===== src/rtl/bitstream_window_buffer.sv =====
// Bit-granular stream window: words go into a ring, and a PEEK_W-bit MSB-first
// window is read out. Bits are consumed by an advance of a given length or by an alignment to the next byte.
module bitstream_window_buffer #(
  parameter int IN_W        = 16,
  parameter int DEPTH_WORDS = 8,
  parameter int PEEK_W      = 32,
  localparam int RING       = DEPTH_WORDS * IN_W,
  localparam int LW         = $clog2(RING + 1),
  localparam int AW         = $clog2(PEEK_W + 1)
) (
  input  logic              clk,
  input  logic              reset,
  input  logic [IN_W-1:0]   in_data,
  input  logic              in_valid,
  output logic              in_ready,
  input  logic              adv_valid,
  input  logic [AW-1:0]     adv_len,
  input  logic              align_req,
  output logic [PEEK_W-1:0] peek_data,
  output logic              peek_valid,
  output logic [LW-1:0]     level,
  output logic [31:0]       bit_pos,
  output logic              err_underflow
);

  localparam int RW  = $clog2(RING);
  localparam int RW1 = RW + 1;
  localparam int WPW = $clog2(DEPTH_WORDS);
  localparam int CW  = (LW > AW) ? LW + 1 : AW + 1;

  logic [IN_W-1:0] r_ring [DEPTH_WORDS];
  logic [WPW-1:0]  r_wp;
  logic [RW-1:0]   r_rp;
  logic [LW-1:0]   r_level;
  logic [31:0]     r_bit_pos;
  logic            r_err;

  logic [IN_W-1:0] w_in_rev;
  logic [RING-1:0] w_flat;
  logic            w_wr;
  logic            w_adv_ok;
  logic [AW-1:0]   w_adv_amt;
  logic [LW-1:0]   w_lvl_after_adv;
  logic [31:0]     w_pos_after_adv;
  logic [2:0]      w_d;
  logic            w_align_ok;
  logic [2:0]      w_drop;
  logic            w_err_set;
  logic [RW1-1:0]  w_rp_sum;
  logic [RW-1:0]   w_rp_next;
  logic [LW-1:0]   w_level_next;

  // Ring bit 0 of each word holds the earliest stream bit, so ring bit order is stream order.
  genvar gi;
  generate
    for (gi = 0; gi < IN_W; gi++) begin : g_rev
      assign w_in_rev[gi] = in_data[IN_W-1-gi];
    end
    for (gi = 0; gi < DEPTH_WORDS; gi++) begin : g_flat
      assign w_flat[gi*IN_W +: IN_W] = r_ring[gi];
    end
  endgenerate

  assign in_ready   = (r_level <= LW'(RING - IN_W));
  assign peek_valid = (r_level >= LW'(PEEK_W));
  assign level         = r_level;
  assign bit_pos       = r_bit_pos;
  assign err_underflow = r_err;

  assign w_wr      = in_valid && in_ready;
  assign w_adv_ok  = adv_valid && (CW'(adv_len) <= CW'(r_level)) && (CW'(adv_len) <= CW'(PEEK_W));
  assign w_adv_amt = w_adv_ok ? adv_len : '0;

  assign w_lvl_after_adv = r_level - LW'(w_adv_amt);
  assign w_pos_after_adv = r_bit_pos + 32'(w_adv_amt);
  assign w_d             = 3'd0 - w_pos_after_adv[2:0];
  // A word written this cycle is not yet consumable, so alignment only sees the old bits.
  assign w_align_ok      = align_req && (LW'(w_d) <= w_lvl_after_adv);
  assign w_drop          = w_align_ok ? w_d : 3'd0;
  assign w_err_set       = (adv_valid && !w_adv_ok) || (align_req && !w_align_ok);

  assign w_level_next = w_lvl_after_adv - LW'(w_drop) + (w_wr ? LW'(IN_W) : LW'(0));

  // Total step is below RING, so a single conditional subtract keeps the pointer in range.
  assign w_rp_sum  = {1'b0, r_rp} + RW1'(w_adv_amt) + RW1'(w_drop);
  assign w_rp_next = (w_rp_sum >= RW1'(RING)) ? RW'(w_rp_sum - RW1'(RING)) : RW'(w_rp_sum);

  generate
    for (gi = 0; gi < PEEK_W; gi++) begin : g_peek
      logic [RW1-1:0] w_sum;
      logic [RW-1:0]  w_idx;
      assign w_sum = {1'b0, r_rp} + RW1'(gi);
      assign w_idx = (w_sum >= RW1'(RING)) ? RW'(w_sum - RW1'(RING)) : RW'(w_sum);
      assign peek_data[PEEK_W-1-gi] = (LW'(gi) < r_level) ? w_flat[w_idx] : 1'b0;
    end
  endgenerate

  always_ff @(posedge clk) begin
    if (!reset && w_wr) begin
      r_ring[r_wp] <= w_in_rev;
    end
  end

  always_ff @(posedge clk) begin
    if (reset) begin
      r_wp      <= '0;
      r_rp      <= '0;
      r_level   <= '0;
      r_bit_pos <= '0;
      r_err     <= 1'b0;
    end else begin
      if (w_wr) begin
        r_wp <= r_wp + WPW'(1);
      end
      r_rp      <= w_rp_next;
      r_level   <= w_level_next;
      r_bit_pos <= w_pos_after_adv + 32'(w_drop);
      if (w_err_set) begin
        r_err <= 1'b1;
      end
    end
  end

endmodule


===== config.mk =====
export PLATFORM = sky130hd
export DESIGN_NAME = bitstream_window_buffer
export DESIGN_NICKNAME = d
export VERILOG_FILES = /design/src/rtl/bitstream_window_buffer.sv
export SDC_FILE = /design/constraint.sdc
export NUM_CORES = 1
export LEC_CHECK = 0
export CAP_MARGIN = 25
export CORE_UTILIZATION = 60
export DETAILED_ROUTE_END_ITERATION = 16
export PLACE_DENSITY = 0.8
export RECOVER_POWER = 100
export SLEW_MARGIN = 20
export SYNTH_ARGS = -nofsm -noshare
export SYNTH_HDL_FRONTEND = slang
export SYNTH_SLANG_ARGS = --single-unit

===== constraint.sdc =====
create_clock -name clk -period 12.4 [get_ports clk]
set_input_delay 1.86 -clock clk [delete_from_list [all_inputs] [get_ports clk]]
set_output_delay 1.86 -clock clk [all_outputs]
set_load 0.02 [all_outputs]

Yosys cells after proc, flatten, opt, wreduce, memory -nomap -nowiden
Memories as Yosys holds them, arrays and structs flattened.
Index checks and enable logic that the tools add are counted.
{"block": "totals", "ff_bits": 51, "latch_bits": 0, "mem_bits_rw": 128, "romBits": 0, "in_bits": 27, "output_inout_bits": 75, "mem_count": 1}
{"name": "r_ring", "words": 8, "word_bits": 16, "rd": 8, "rd_ports_with_merged_regs": 0, "wr": 1, "line": "31", "text": "logic [IN_W-1:0] r_ring [DEPTH_WORDS];"}
{"block": "classes", "add_sub_neg": 73, "multipliers": 0, "n_div": 0, "n_lt_le_gt_ge": 102, "eq_ne": 0, "shift": 0, "mux": 134, "n_bitwise": 0, "n_reduce_logical": 11}
{"op": ">= comparator 8 bit (second input constant)", "count": 32}
{"op": "< comparator 7 x 8 -> 1 bit (second input constant)", "count": 32}
{"op": "two-way mux 7 bit", "count": 33}
{"op": "subtractor 7 x 1 -> 7 bit (second input constant)", "count": 33}
{"op": "binary-select mux 1 bit (select 7 bit)", "count": 32}
{"op": "adder 7 x 5 -> 8 bit (second input constant)", "count": 16}
{"op": "< comparator 5 x 8 -> 1 bit (first input constant)", "count": 16}
{"op": "two-way mux 1 bit", "count": 66}
{"op": "adder 7 x 4 -> 8 bit (second input constant)", "count": 8}
{"op": "< comparator 4 x 8 -> 1 bit (first input constant)", "count": 8}
{"op": "adder 32 x 3 -> 32 bit", "count": 1}
{"op": "adder 32 x 6 -> 32 bit", "count": 1}
{"op": "adder 7 x 3 -> 8 bit (second input constant)", "count": 4}
{"op": "< comparator 3 x 8 -> 1 bit (first input constant)", "count": 4}
{"op": "adder 7 x 2 -> 8 bit (second input constant)", "count": 2}
{"op": "< comparator 1 x 8 -> 1 bit (first input constant)", "count": 2}
{"op": "< comparator 2 x 8 -> 1 bit (first input constant)", "count": 2}
{"op": "adder 7 x 1 -> 8 bit (second input constant)", "count": 1}
{"op": "adder 7 x 6 -> 8 bit", "count": 1}
{"op": "adder 8 x 3 -> 8 bit", "count": 1}
{"op": "adder 8 x 5 -> 8 bit", "count": 1}
{"op": ">= comparator 7 x 8 -> 1 bit (second input constant)", "count": 1}
{"op": ">= comparator 8 x 6 -> 1 bit (second input constant)", "count": 1}
{"op": "<= comparator 3 x 8 -> 1 bit", "count": 1}
{"op": "13 further kinds", "count": 21}

Longest topological paths before layout
{"block": "logic_depth", "depth_word": 12, "ltp_mapped": 34, "mapped_depth_nobuf": 33}

Worst setup path before layout
OpenSTA, ideal clock, no wires.
{"block": "synth_timing", "path_kind": "input to register", "start": "input port adv_len[1]", "end": "register r_bit_pos[24] (netlist: bit_pos[24])", "setup_ns": 0.115, "arrival_time_ns": 7.575, "t_required_ns": 12.285, "path_slack_ns": 4.710, "stages": 28, "n_path_buf": 1, "cell_sequence": "ha_1 > nor2b_1 > o21a_1 > o21a_1 > o21a_1 > o21a_1 > o21ai_0 > and3_1 > clkbuf_1 > and2_1 > ha_1 > inv_1 > fa_1 > ha_1 > ha_1 > o21a_1 > o21ai_0 > a21oi_1 > o2111ai_1 > and2_1 > nand2_1 > inv_1 > ha_1 > a41oi_1 > or4_4 > o31a_1 > o21a_1 > o21ba_1"}
{"block": "synth_via", "elab_chain_len": 10, "word_cells_on_any_way": 12}
{"element": "start, declared", "line": "17", "text": "input logic [AW-1:0] adv_len,"}
{"element": "<= comparator 6 x 8 -> 1 bit", "line": "71", "text": "assign w_adv_ok = adv_valid && (CW'(adv_len) <= CW'(r_level)) && (CW'(adv_len) <= CW'(PEEK_W));"}
{"element": "logical AND 1 bit (2 in a row)", "line": "71"}
{"element": "two-way mux 6 bit *", "line": "72", "text": "assign w_adv_amt = w_adv_ok ? adv_len : '0;"}
{"element": "adder 32 x 6 -> 32 bit", "line": "75", "text": "assign w_pos_after_adv = r_bit_pos + 32'(w_adv_amt);"}
{"element": "subtractor 1 x 3 -> 3 bit", "line": "76", "text": "assign w_d = 3'd0 - w_pos_after_adv[2:0];"}
{"element": "<= comparator 3 x 8 -> 1 bit", "line": "78", "text": "assign w_align_ok = align_req && (LW'(w_d) <= w_lvl_after_adv);"}
{"element": "logical AND 1 bit", "line": "78"}
{"element": "two-way mux 3 bit", "line": "79", "text": "assign w_drop = w_align_ok ? w_d : 3'd0;"}
{"element": "adder 32 x 3 -> 32 bit *", "line": "117", "text": "r_bit_pos <= w_pos_after_adv + 32'(w_drop);"}
{"element": "end signal, assigned", "line": "117"}
{"element": "end, declared", "line": "35", "text": "logic [31:0] r_bit_pos;"}
Every way passes the cells marked *; elsewhere a longest branch is shown, timed or not.
A chain may end at the register's enable or synchronous reset.

Worst setup path after layout
{"block": "layout_timing", "start": "register r_rp[0]", "end": "output port peek_data[30]"}
{"block": "layout_via", "elab_chain_len": 6, "word_cells_on_any_way": 7}
{"element": "start, declared", "line": "33", "text": "logic [RW-1:0] r_rp;"}
{"element": "start signal, assigned", "line": "115", "text": "r_rp <= w_rp_next;"}
{"element": "adder 7 x 1 -> 8 bit *", "line": "92", "text": "assign w_sum = {1'b0, r_rp} + RW1'(gi);"}
{"element": "subtractor 7 x 1 -> 7 bit / >= comparator 8 bit (equally long branches)", "line": "93", "text": "assign w_idx = (w_sum >= RW1'(RING)) ? RW'(w_sum - RW1'(RING)) : RW'(w_sum);"}
{"element": "two-way mux 7 bit *", "line": "93"}
{"element": "binary-select mux 1 bit (select 7 bit) *", "line": "94", "text": "assign peek_data[PEEK_W-1-gi] = (LW'(gi) < r_level) ? w_flat[w_idx] : 1'b0;"}
{"element": "two-way mux 1 bit (not written as such) *", "line": "94"}
{"element": "two-way mux 1 bit *", "line": "94"}
{"element": "end, declared", "line": "19", "text": "output logic [PEEK_W-1:0] peek_data,"}
Every way passes the cells marked *; elsewhere a longest branch is shown, timed or not. The select of a mux whose other input is x is not followed.

==> flow_summary.json <==
{
  "report.final.slew_viol_count": 64,
  "drt-initial-drc-count": 2081,
  "synth_cell_types": 87,
  "worst-setup-path-type": "reg -> out",
  "syn-instance-count": 1539,
  "leakagePower_nw": 6.85,
  "clkTransAtPathRegs_ns": 0.07,
  "synth_xor_area_frac": 0.0718,
  "p_clk_frac": 0.093,
  "die-height_um": 175,
  "path_max_fanout": 34,
  "synth_top_area_frac": 0.314,
  "crit_family": "buffers and inverters",
  "cpPeakStageDelay_ns": 1.73,
  "drive_gt1_frac": 0.227,
  "r2r-start": "level[1]",
  "hold_path_depth": 2,
  "violations": "max-capacitance violations, max-slew violations",
  "row_count": 63,
  "p_switching_mw": 2.78,
  "grt_pass1_wl_mm": 84.6,
  "cts_setup_buffers": 0,
  "synth_fp_nets": 1636,
  "min_period_ns": 9.48,
  "avgSynthCellArea_um2": 11.7,
  "max_freq_mhz": 105,
  "grt_overflow_total": 0,
  "globalplace.congestion": 0.990,
  "io_pins": 102,
  "maxCapViolations": 2,
  "ys_warn_count": 0,
  "post_drt_wl_per_cell_um": 28.1,
  "p_comb_frac": 0.775,
  "r2r_end": "bit_pos[27]",
  "pre_cts_ws_ns": 3.75,
  "viasPerCell": 7.36,
  "synth_seq_area_share": 0.269,
  "crit_path_start_kind": "register",
  "yosys.area_share.simple": 0.100,
  "async_flop_share": 0,
  "worst-path-buf-inv": 3,
  "setup_violations": 0,
  "final_hold_viol_count": 0,
  "yosys-top-cells-area": "mux4_2, edfxtp_1, dfxtp_1",
  "power.total_mw": 5.80,
  "fin_crit_sh": 0.765,
  "hold_path_end": "r_wp[0]",
  "status": "complete, but fails checks",
  "synthesis.area_mm2": 0.0181,
  "coreArea_mm2": 0.0296,
  "synth_compound_area_frac": 0.0846,
  "cts_resized": 0,
  "cts.sinks": 179,
  "drt_pass1_iterations": 5,
  "synth_commonest_cells": "mux4_2, edfxtp_1, nor2_1",
  "synth_mux_area_frac": 0.389,
  "antenna_found_initial": 1,
  "dp_hpwl_mm": 42.9,
  "cts_max_level": 4,
  "cellPowerDensity_mw_per_mm2": 291,
  "cts_tree": "yes",
  "grt_usage": 0.370,
  "layout_setup_ws_ns": 2.92,
  "synthAdderAreaFrac": 0.0514,
  "root_buffer": "clkbuf_16",
  "synth-seq-cells": 179,
  "wl_mm": 55.9,
  "grt_max_degree": 65,
  "dr_total_vias": 14700,
  "port-buffer-count": 101,
  "syn_to_final_growth_pct": 10.5,
  "r2r_slack_ns": 4.36,
  "die_area_mm2": 0.0308,
  "ir_drop_uv": 146,
  "intPower_mw": 3.03,
  "crit_path_end_kind": "output port",
  "cpMaxStageDelayCell": "clkbuf_1",
  "worstMarginPinSlew_ns": 2.30,
  "hold_buffers": 0,
  "required_ns": 10.54,
  "finalSetupTns_ns": 0,
  "start_util": 0.609,
  "worstHoldPathType": "reg -> reg",
  "synth_ff_type": "edfxtp_1",
  "critPathArrivalTime_ns": 7.62,
  "drc": 0,
  "clock_skew_ns": 0.0159,
  "die_w_um": 175,
  "clockBufferDepth": 2,
  "yosysTopAreaCell": "mux4_2",
  "numCtsBuffers": 17,
  "worstPathCellList": "clkbuf_1, clkbuf_1, mux4_2, mux2i_1, a21oi_1, mux4_2, mux2i_1, a21oi_1, dlygate4sd3_1",
  "worst-r2r-cell-count": 29,
  "grt_pass1_vias": 13500,
  "grt_setup_unrepaired": "false",
  "yosysMostFrequentCell": "mux4_2",
  "clock_latency_ns": 0.46,
  "antennaDiodeCount": 0,
  "slew_headroom": -0.530,
  "holdCritStartpoint": "r_wp[0]",
  "synth_top_family_by_area": "multiplexers",
  "final_nets": 1686,
  "swShare": 0.478,
  "pwr-share-seq": 0.132,
  "synth_edf_count": 128,
  "ant_nets": 0
}
-- power groups by stage --
stage | logic (mW) | clock network [mW] | registers (mW)
2_1_floorplan | 3.18 | 0 | 0.746
3_3_place_gp | 4.34 | 0 | 0.776
3_5_place_dp | 4.44 | 0 | 0.779
4_1_cts | 4.46 | 0.542 | 0.766
5_1_grt | 4.75 | 0.562 | 0.774
6_report | 4.50 | 0.537 | 0.766
-- placed cells by master, fill, tap and decap left out, drive strengths merged, types with 19 or more instances in the layout --
cell,netlist,layout
a21oi,91,91
buf,36,19
clkbuf,64,30
dfxtp,51,51
dlygate4sd3,0,90
edfxtp,128,128
ha,63,63
inv,51,62
mux2,29,29
mux2i,102,102
mux4,252,252
nand2,113,113
nand3,20,20
nor2,113,113
nor2b,20,20
nor3,20,20
o21ai,44,44
xnor2,100,100
xor2,48,48
-- final cells by class --
type                       instances  area, um^2
multi-input combinational       1208       12600
fill                            2224        9680
sequential                       179        4870
timing repair buffer             131        1220
tap                              390         488
clock buffer                      18         429
inverter                          52         195
clock inverter                    14         146
-- routing by layer --
layer	track usage	wire, um
met2	0.557	25300
met4	0.118	1740
met3	0.0842	6970
met1	0.535	21900
met5	0	13
-- worst reg2reg max path: cells and delay by family (launching register included) --
family                     cells  cell delay (ns)
and+or+nand+nor                9             2.97
adders and majority gates      6             2.16
AOI/OAI and AO/OA             11             1.91
DFF                            1             0.54
buffers and inverters          3             0.41
-- stage by stage --
step,instances,hold WS [ns],util,area (um^2)
after floorplan,1539,0.462,-,18100
after global placement,1954,0.475,0.654,19400
final,1992,0.502,0.673,20000
after detailed placement,1954,0.491,0.654,19400
after global routing,1992,0.533,0.673,20000
after CTS,1986,0.501,0.673,20000
-- kinds of logic after synthesis --
group / after synthesis
buf+inv: 152
fa+ha+maj: 70
simple gates: 369
mux: 383
xor+xnor: 148
compound gates: 238
flops: 179
-- worst max-delay path by stage --
stage,start,endpoint,slack (ns),depth (start not counted)
global placement,adv_len[1],bit_pos[24],3.99,30
global route,r_rp[0],peek_data[22],2.19,9
finish,r_rp[0],peek_data[30],2.92,9
detailed placement,adv_len[1],bit_pos[27],3.75,29
floorplan,adv_len[1],bit_pos[24],4.71,28
CTS,adv_len[1],bit_pos[27],4.20,29
-- state kept, by name, indices dropped and copies added (netlist names) --
signal and count:
level 8, bit_pos 32, r_rp 7, r_wp 3, err_underflow 1, r_ring 128
Note: power is estimated with default switching activity, not from simulation.
